==> src/rtl/pdm_pkg.sv <==
// Shared constants and helpers for the PDM receiver: CIC order, register width
// and the saturating narrowing used on the decimated output.
package pdm_pkg;

  localparam int CIC_ORDER = 3;
  localparam int SETTLE_N  = 3;

  function automatic int cic_width(input int log2_osr);
    return CIC_ORDER * log2_osr + 2;
  endfunction

  function automatic logic signed [31:0] sat(input logic signed [31:0] value, input int width);
    logic signed [31:0] hi;
    logic signed [31:0] lo;
    hi = (32'sd1 <<< (width - 1)) - 32'sd1;
    lo = -(32'sd1 <<< (width - 1));
    if (value > hi) begin
      return hi;
    end else if (value < lo) begin
      return lo;
    end
    return value;
  endfunction

endpackage

==> src/rtl/pdm_clkgen.sv <==
// PDM bit-clock divider, per-bit sample strobe and the two-flop synchronizer
// that brings the asynchronous PDM data into the clk domain.
module pdm_clkgen #(
  parameter int CLKDIV = 8
) (
  input  logic clk,
  input  logic reset_n,
  input  logic en,
  input  logic pdm_in,
  output logic pdm_clk,
  output logic smp,
  output logic pdm_bit
);

  localparam int CW = $clog2(CLKDIV);

  logic [CW-1:0] cnt_q, cnt_d;
  logic          pdm_clk_q, pdm_clk_d;
  logic [1:0]    sync_q;

  assign smp     = en && (cnt_q == CW'(CLKDIV - 1));
  assign pdm_clk = pdm_clk_q;
  assign pdm_bit = sync_q[1];

  always_comb begin
    cnt_d = '0;
    if (en && (cnt_q != CW'(CLKDIV - 1))) begin
      cnt_d = cnt_q + 1'b1;
    end
    // Registered so the bit clock leaving the chip is glitch-free.
    pdm_clk_d = (cnt_d >= CW'(CLKDIV / 2));
  end

  always_ff @(posedge clk or negedge reset_n) begin
    if (!reset_n) begin
      cnt_q     <= '0;
      pdm_clk_q <= 1'b0;
      sync_q    <= '0;
    end else begin
      cnt_q     <= cnt_d;
      pdm_clk_q <= pdm_clk_d;
      sync_q    <= {sync_q[0], pdm_in};
    end
  end

endmodule

==> src/rtl/pdm_cic_rx.sv <==
// PDM receiver: 3rd-order CIC decimator with settling suppression and a
// valid/ready output register that flags overwritten samples.
module pdm_cic_rx
  import pdm_pkg::*;
#(
  parameter int CLKDIV   = 8,
  parameter int LOG2_OSR = 6,
  parameter int DW       = 16
) (
  input  logic          clk,
  input  logic          reset_n,
  input  logic          en,
  output logic          pdm_clk,
  input  logic          pdm_in,
  output logic [DW-1:0] pcm_data,
  output logic          pcm_valid,
  input  logic          pcm_ready,
  output logic          overrun,
  input  logic          ovr_clr
);

  localparam int W     = cic_width(LOG2_OSR);
  localparam int SHIFT = CIC_ORDER * LOG2_OSR + 1 - DW;

  logic smp, pdm_bit;

  pdm_clkgen #(.CLKDIV(CLKDIV)) u_clkgen (
    .clk     (clk),
    .reset_n (reset_n),
    .en      (en),
    .pdm_in  (pdm_in),
    .pdm_clk (pdm_clk),
    .smp     (smp),
    .pdm_bit (pdm_bit)
  );

  logic signed [W-1:0] integ_q [CIC_ORDER];
  logic signed [W-1:0] integ_d [CIC_ORDER];
  logic signed [W-1:0] dly_q   [CIC_ORDER];
  logic signed [W-1:0] dly_d   [CIC_ORDER];
  logic signed [W-1:0] comb_q, comb_d, x, acc, diff, scaled;
  logic [LOG2_OSR-1:0] phase_q, phase_d;
  logic [1:0]          settle_q, settle_d;
  logic                dec_q, dec_d, ld_q, ld_d;
  logic [DW-1:0]       pcm_data_q, pcm_data_d;
  logic                pcm_valid_q, pcm_valid_d, overrun_q, overrun_d;
  logic                load, accept;

  assign x      = pdm_bit ? W'(1) : '1;
  assign scaled = comb_q >>> SHIFT;
  assign accept = pcm_valid_q && pcm_ready;
  assign load   = en && ld_q && (settle_q == 2'(SETTLE_N));

  always_comb begin
    integ_d = integ_q;
    dly_d   = dly_q;
    comb_d  = comb_q;
    acc     = x;
    diff    = integ_q[CIC_ORDER-1];
    for (int i = 0; i < CIC_ORDER; i++) begin
      acc = integ_q[i] + acc;
      if (smp) integ_d[i] = acc;
    end
    // Wrap-around differences recover the true output as long as it fits in W bits.
    for (int i = 0; i < CIC_ORDER; i++) begin
      if (dec_q) dly_d[i] = diff;
      diff = diff - dly_q[i];
    end
    if (dec_q) comb_d = diff;
    if (!en) begin
      for (int i = 0; i < CIC_ORDER; i++) begin
        integ_d[i] = '0;
        dly_d[i]   = '0;
      end
      comb_d = '0;
    end
  end

  always_comb begin
    phase_d     = smp ? phase_q + 1'b1 : phase_q;
    dec_d       = smp && (&phase_q);
    ld_d        = dec_q;
    settle_d    = (ld_q && (settle_q != 2'(SETTLE_N))) ? settle_q + 2'd1 : settle_q;
    pcm_data_d  = load ? DW'(sat(32'(scaled), DW)) : pcm_data_q;
    pcm_valid_d = load || (pcm_valid_q && !accept);
    overrun_d   = (load && pcm_valid_q && !pcm_ready) || (overrun_q && !ovr_clr);
    if (!en) begin
      phase_d     = '0;
      dec_d       = 1'b0;
      ld_d        = 1'b0;
      settle_d    = '0;
      pcm_valid_d = 1'b0;
    end
  end

  always_ff @(posedge clk or negedge reset_n) begin
    if (!reset_n) begin
      for (int i = 0; i < CIC_ORDER; i++) begin
        integ_q[i] <= '0;
        dly_q[i]   <= '0;
      end
      comb_q      <= '0;
      phase_q     <= '0;
      settle_q    <= '0;
      dec_q       <= 1'b0;
      ld_q        <= 1'b0;
      pcm_data_q  <= '0;
      pcm_valid_q <= 1'b0;
      overrun_q   <= 1'b0;
    end else begin
      integ_q     <= integ_d;
      dly_q       <= dly_d;
      comb_q      <= comb_d;
      phase_q     <= phase_d;
      settle_q    <= settle_d;
      dec_q       <= dec_d;
      ld_q        <= ld_d;
      pcm_data_q  <= pcm_data_d;
      pcm_valid_q <= pcm_valid_d;
      overrun_q   <= overrun_d;
    end
  end

  assign pcm_data  = pcm_data_q;
  assign pcm_valid = pcm_valid_q;
  assign overrun   = overrun_q;

endmodule

==> config.mk <==
export PLATFORM = sky130hd
export DESIGN_NAME = pdm_cic_rx
export DESIGN_NICKNAME = d
export VERILOG_FILES = /design/src/rtl/pdm_pkg.sv /design/src/rtl/pdm_clkgen.sv /design/src/rtl/pdm_cic_rx.sv
export SDC_FILE = /design/constraint.sdc
export NUM_CORES = 1
export LEC_CHECK = 0
export CAP_MARGIN = 20
export CORE_MARGIN = 3
export CORE_UTILIZATION = 61
export CTS_CLUSTER_DIAMETER = 40
export CTS_CLUSTER_SIZE = 14
export DETAILED_ROUTE_END_ITERATION = 10
export HOLD_SLACK_MARGIN = 0.12
export PLACE_DENSITY = 0.78
export SETUP_SLACK_MARGIN = 0.1
export SLEW_MARGIN = 30
export SYNTH_ARGS = -nofsm -noshare
export SYNTH_HDL_FRONTEND = slang
export SYNTH_SLANG_ARGS = --single-unit
==> constraint.sdc <==
create_clock -name clk -period 7.2 [get_ports clk]
set_input_delay 1.08 -clock clk [delete_from_list [all_inputs] [get_ports clk]]
set_output_delay 1.08 -clock clk [all_outputs]
set_load 0.02 [all_outputs]
After elaboration in Yosys (flattened, before gate mapping)

Index checks and enable logic that the tools add are counted.

Logic and storage cells: 77
Output and inout port bits: 19
Bits in registers: 174

$add $sub $neg: 9
Reduce and logical (&&, ||, !) cells: 17
Equality and inequality tests: 7
Muxes and demuxes: 24
$lt $le $gt $ge: 3

Operators by type and width:

| operator             | count |
|---|---|
| $mux 20              | 9 |
| $mux 60              | 2 |
| $add 20x20->20       | 3 |
| $sub 20x20->20       | 3 |
| $mux 16              | 3 |
| $gt 17x16->1 const B | 1 |
| $lt 17x16->1 const B | 1 |
| $mux 6               | 2 |
| $logic_and 1x1->1    | 11 |
| $add 6x1->6 const B  | 1 |
| $ne 2x1->1 const B   | 3 |
| $reduce_and 6->1     | 1 |
| $mux 1               | 5 |
| $mux 2               | 2 |
| $add 3x1->3 const B  | 1 |
| $eq 3x3->1 const B   | 1 |
| $ge 3x3->1 const B   | 1 |
| $logic_not 1->1      | 3 |
| $mux 3               | 1 |
| $ne 3x3->1 const B   | 1 |
| $add 2x1->2 const B  | 1 |
| $eq 2x2->1 const B   | 1 |
| $logic_or 1x1->1     | 2 |
| $ne 2x2->1 const B   | 1 |

Logic depth before layout (Yosys ltp)

Word-level depth: 6
Mapped depth: 29
Mapped depth without buffers: 29

Cells and area by module

A second synthesis with hierarchy kept.

Cell total of the unflattened synthesis: 1316
Area, all modules: 11855.1 µm²

By module, submodules not included:

| module     | seq. area each (µm²) | area an instance (µm²) | cells an instance | instances |
|---|---|---|---|---|
| pdm_cic_rx | 4129.0               | 11667.4                | 1305              | 1 |
| pdm_clkgen | 125.1                | 187.7                  | 11                | 1 |

Least setup slack after synthesis

OpenSTA, ideal clock, no wires.

Kind: reg2reg
Start point: register u_clkgen.sync_q[1]
End point: register integ_q[19] in the netlist's numbering
Cell stages (with the launch flop): 29
Required time: 7121 ps
Data arrival time: 5551 ps
Path buffers: 0
Library setup time: 79 ps
Slack: 1570 ps
Cell sequence: dfrtp_1 inv_1 ha_1 nor2b_1 o21ai_1 a21boi_1 o21ai_1 a21boi_1 o21a_1 o21a_1 o21ai_1 and2_1 xnor2_1 ha_1 a21oi_1 nand2_1 a21oi_1 xnor2_1 ha_1 a21o_1 a21oi_1 inv_1 a31oi_1 a211oi_1 a41o_1 or4_4 a31o_1 mux2i_1 mux2i_1

Word-level cells in the longest chain between the ends: 6

Ends and longest elaborated chain:

| what                        | line              | source |
|---|---|---|
| start, declared             | pdm_clkgen.sv:19  | `logic [1:0] sync_q;` |
| start signal, assigned      | pdm_clkgen.sv:42  | `sync_q <= {sync_q[0], pdm_in};` |
| $mux 20                     | pdm_cic_rx.sv:49  | `assign x = pdm_bit ? W'(1) : '1;` |
| $add 20x20->20 (3 in a row) | pdm_cic_rx.sv:61  | `acc = integ_q[i] + acc;` |
| $mux 20                     | pdm_cic_rx.sv:62  | `if (smp) integ_d[i] = acc;` |
| $mux 60                     | pdm_cic_rx.sv:70  | `if (!en) begin` |
| end signal, assigned        | pdm_cic_rx.sv:111 | `integ_q <= integ_d;` |
| end, declared               | pdm_cic_rx.sv:37  | `logic signed [W-1:0] integ_q [CIC_ORDER];` |

No other way between the ends. The select of a mux whose other input is x is not followed.
A chain may end at the register's enable or synchronous reset.

Worst setup path in the final report

Ends and elaborated chain as after synthesis.

==> results.md <==
- Setup TNS: 0 ns
- Reg power frac: 0.412
- WHS: 0.3508 ns
- Vias: 9433
- DR WL/cell: 15.40 microns
- GRT busiest layer: met2
- # clock sinks: 170
- Final Cycle Share: 0.8915
- Setup Buffers After CTS: 0
- Gp weighted congestion: 0.8728
- Die Y-Extent: 146.8 microns
- Hold Crit Depth: 0
- IO Port Bufs: 24
- Drc violations: 0
- Status: completed
- Grt ovf: 0
- Starting Density: 0.6341
- Met1 usage: 0.3225
- Root Buffer: clkbuf_16
- Setup-failing EPs final: 0
- Grt met2 use: 0.4026
- R2r setup slk: 0.78 ns
- Worst IR Drop VDD: 0.1662 mV
- Largest net degree at the start of global routing: 100
- Crit path DAT: 6.79 ns
- FFs w/ async S/R, synth: 1.000
- Switching share of power: 0.3008
- Met3 Usage GRT: 0.03732
- Cell Int Power: 1631 uW
- Max Fclk: 155.8 MHz
- Power share of the combinational group: 0.220
- First-pass GRT wire length: 43410 microns
- Crit Path Category: flop to flop
- Slew headroom: 0.3335
- Clock Latency Late Sink: 0.44 ns
- Crit. End Element: flop
- Clock power share: 0.368
- RSZ-0062 raised after global routing: false
- Vias/cell: 5.819
- Startpoint types: flop
- R2R cell count: 27
- CTS tree: yes
- Final #Nets: 1476
- EDFF count, synth: 0
- Gr usage total: 0.2395
- Count of cell types in the netlist: 73
- # IOs: 25
- Final std cells w/o fill: 1621
- Hold Crit Class: flop to flop
- Final min period: 6.419 ns
- RR Endpoint: integ_q[19]
- # diodes: 0
- Number of core rows: 50
- Final Hold Fails: 0
- Mapped Cells: 1346
- DRT Pass-1 Iters: 5
- Seq cells post-synth: 170
- Share of cells above drive strength 1: 0.04629
- DR iter-0 viols: 514
- Inst Count DP: 1589
- Longest Clk Path Bufs: 2
- Die area: 21560 sq um
- PwrDens: 178.0 nW/um^2
- Die Width: 146.8 microns
- Critical Path Source: u_clkgen.sync_q[1]
- Worst EP required: 7.57 ns
- Hold-fix buffers, CTS: 0
- H-tree depth: 4
- Sequential fraction of the synthesis area: 0.3516
- Final HPWL DP: 17430 microns
- Max cap viols: 0
- Slew @ Worst Pin: 0.9998 ns
- Vias in the first global route: 9205
- Most used flip-flop cell after synthesis: dfrtp_1
- Critical-path maximum fanout: 18
- Switch Pwr: 701.7 uW
- Yosys warns: 0
- Final Max Slew Viols: 0
- Syn Nets: 1474
- Syn avg cell area: 8.989 sq um
- Core area: 19080 sq um
- Area grow syn2layout: 8.315%
- Skew final: 0.01091 ns
- Post-route ant nets: 0
- CTS resizes: 0
- Mapped cell area: 12100 sq um
- Reg clk slew, reported paths: 0.07 ns
- Crit path to: integ_q[19]
- Cts bufs inserted: 17
- Reg2reg start: u_clkgen.sync_q[1]
- Wirelength, routed: 24960 microns
- Initial antenna violation count: 0
- Leakage: 0.005967 uW
-- area by class of cell --
type	instances	area, sq um
clock buffers	18	429.2
clock inverters	14	115.1
fillers	1529	5976
inverters	101	381.6
multi-input cells	1029	7311
flip-flops and latches	170	4258
well taps	260	325.3
repair buffers	29	285.3
-- Yosys cell counts (13+ instances only) --
| cell type | count | area share |
|---|---|---|
| nor2_1 | 195 | 0.060 |
| dfrtp_1 | 170 | 0.35 |
| ha_1 | 117 | 0.12 |
| inv_1 | 101 | 0.031 |
| mux2i_1 | 97 | 0.080 |
| nand2_1 | 91 | 0.028 |
| xnor2_1 | 71 | 0.051 |
| a21oi_1 | 66 | 0.027 |
| o21ai_0 | 55 | 0.023 |
| clkbuf_1 | 35 | 0.011 |
| xor2_1 | 29 | 0.021 |
| a21o_1 | 26 | 0.016 |
| nor3_1 | 26 | 0.011 |
| nand3_1 | 18 | 0.0074 |
| o21a_1 | 18 | 0.011 |
| a211oi_1 | 16 | 0.0099 |
| nand2b_1 | 13 | 0.0067 |
-- through the flow --
stage	setup WS [ns]	util	area [sq um]	total power, uW
floorplan	1.570	-	12100	1379
global placement	1.125	0.6577	12550	1473
detailed placement	0.9054	0.6577	12550	1486
CTS	0.8067	0.6862	13090	2349
global route	0.2849	0.6868	13110	2443
finish	0.7809	0.6868	13110	2333
-- routing by layer --
metal	vias up	routed length [microns]	share of wire
met2	155	12130	0.49
met5	-	0	0
met1	4538	11720	0.47
li1	4712	-	-
met4	0	266	0.011
met3	28	844	0.034
-- logic make-up (layout without fill, tap and decap cells) --
group | count (synthesis) | in the layout | share of synthesized area
buffers and inverters | 147 | 162 | 0.04561
xor gates and xnor gates | 102 | 102 | 0.07621
DFF | 170 | 170 | 0.3516
AOI/OAI and AO/OA | 291 | 291 | 0.1628
muxes | 98 | 98 | 0.08118
and+or+nand+nor | 416 | 416 | 0.1534
adders and majority gates | 122 | 122 | 0.1293
-- flip-flops by register name, indices dropped and copies added (netlist names) --
name and cells:
dly_q 60, comb_q 17, dec_q 1, integ_q 60, pcm_valid 1, phase_q 6, settle_q 2, overrun 1
pcm_data 16, u_clkgen.cnt_q 3, ld_q 1, u_clkgen.sync_q 2
-- critical path, stage by stage (launching register included) --
cell and delay (ns):
dfrtp_1 0.43, inv_1 0.51, ha_1 0.38, nor2b_1 0.15, o21ai_1 0.15, a21boi_1 0.11
o21ai_1 0.19, a21boi_1 0.13, o21a_1 0.22, o21a_1 0.21, o21ai_1 0.14, and2_1 0.17
xnor2_1 0.10, ha_1 0.31, o211ai_1 0.14, o221ai_1 0.33, and2_1 0.22, xor2_1 0.24
ha_1 0.35, a21oi_1 0.25, inv_1 0.07, a31oi_1 0.20, a211oi_1 0.10, a41o_1 0.27
or4_4 0.42, a31o_1 0.19, mux2i_1 0.17, mux2i_1 0.19
-- power by group through the flow --
stage / sequential [uW] / clock [uW] / combinational (uW)
5_1_grt: 961 / 915 / 567
3_3_place_gp: 979 / 0 / 494
3_5_place_dp: 979 / 0 / 506
6_report: 961 / 859 / 513
4_1_cts: 961 / 877 / 511
2_1_floorplan: 979 / 0 / 400
-- cell usage in the layout (no fill, tap or decap), types with 6 or more instances in the layout --
cell and count:
nand3_1 17, and2_1 12, or3_1 6, o211ai_1 6, inv_1 99, o21ai_1 12, clkbuf_16 17, nand2b_1 13
clkdlybuf4s50_1 23, a211oi_1 16, nor2b_1 12, nor2_1 195, o21a_1 18, dfrtp_1 169, xor2_1 29, nand2_1 91
o22ai_1 10, a21o_1 26, nand4_1 12, o21bai_1 10, nor3_1 26, ha_1 116, mux2i_1 97, a21oi_1 66
and3_1 11, xnor2_1 71, o21ai_0 55
-- worst min path at each step --
| stage | start | end | slack (ns) |
|---|---|---|---|
| after floorplan | u_clkgen.sync_q[0] | u_clkgen.sync_q[1] | 0.33 |
| after global placement | u_clkgen.sync_q[0] | u_clkgen.sync_q[1] | 0.33 |
| after detailed placement | u_clkgen.sync_q[0] | u_clkgen.sync_q[1] | 0.34 |
| after CTS | u_clkgen.sync_q[0] | u_clkgen.sync_q[1] | 0.35 |
| after global routing | u_clkgen.sync_q[0] | u_clkgen.sync_q[1] | 0.36 |
| final | u_clkgen.sync_q[0] | u_clkgen.sync_q[1] | 0.35 |
No activity file was read; power rests on OpenSTA's default activity.
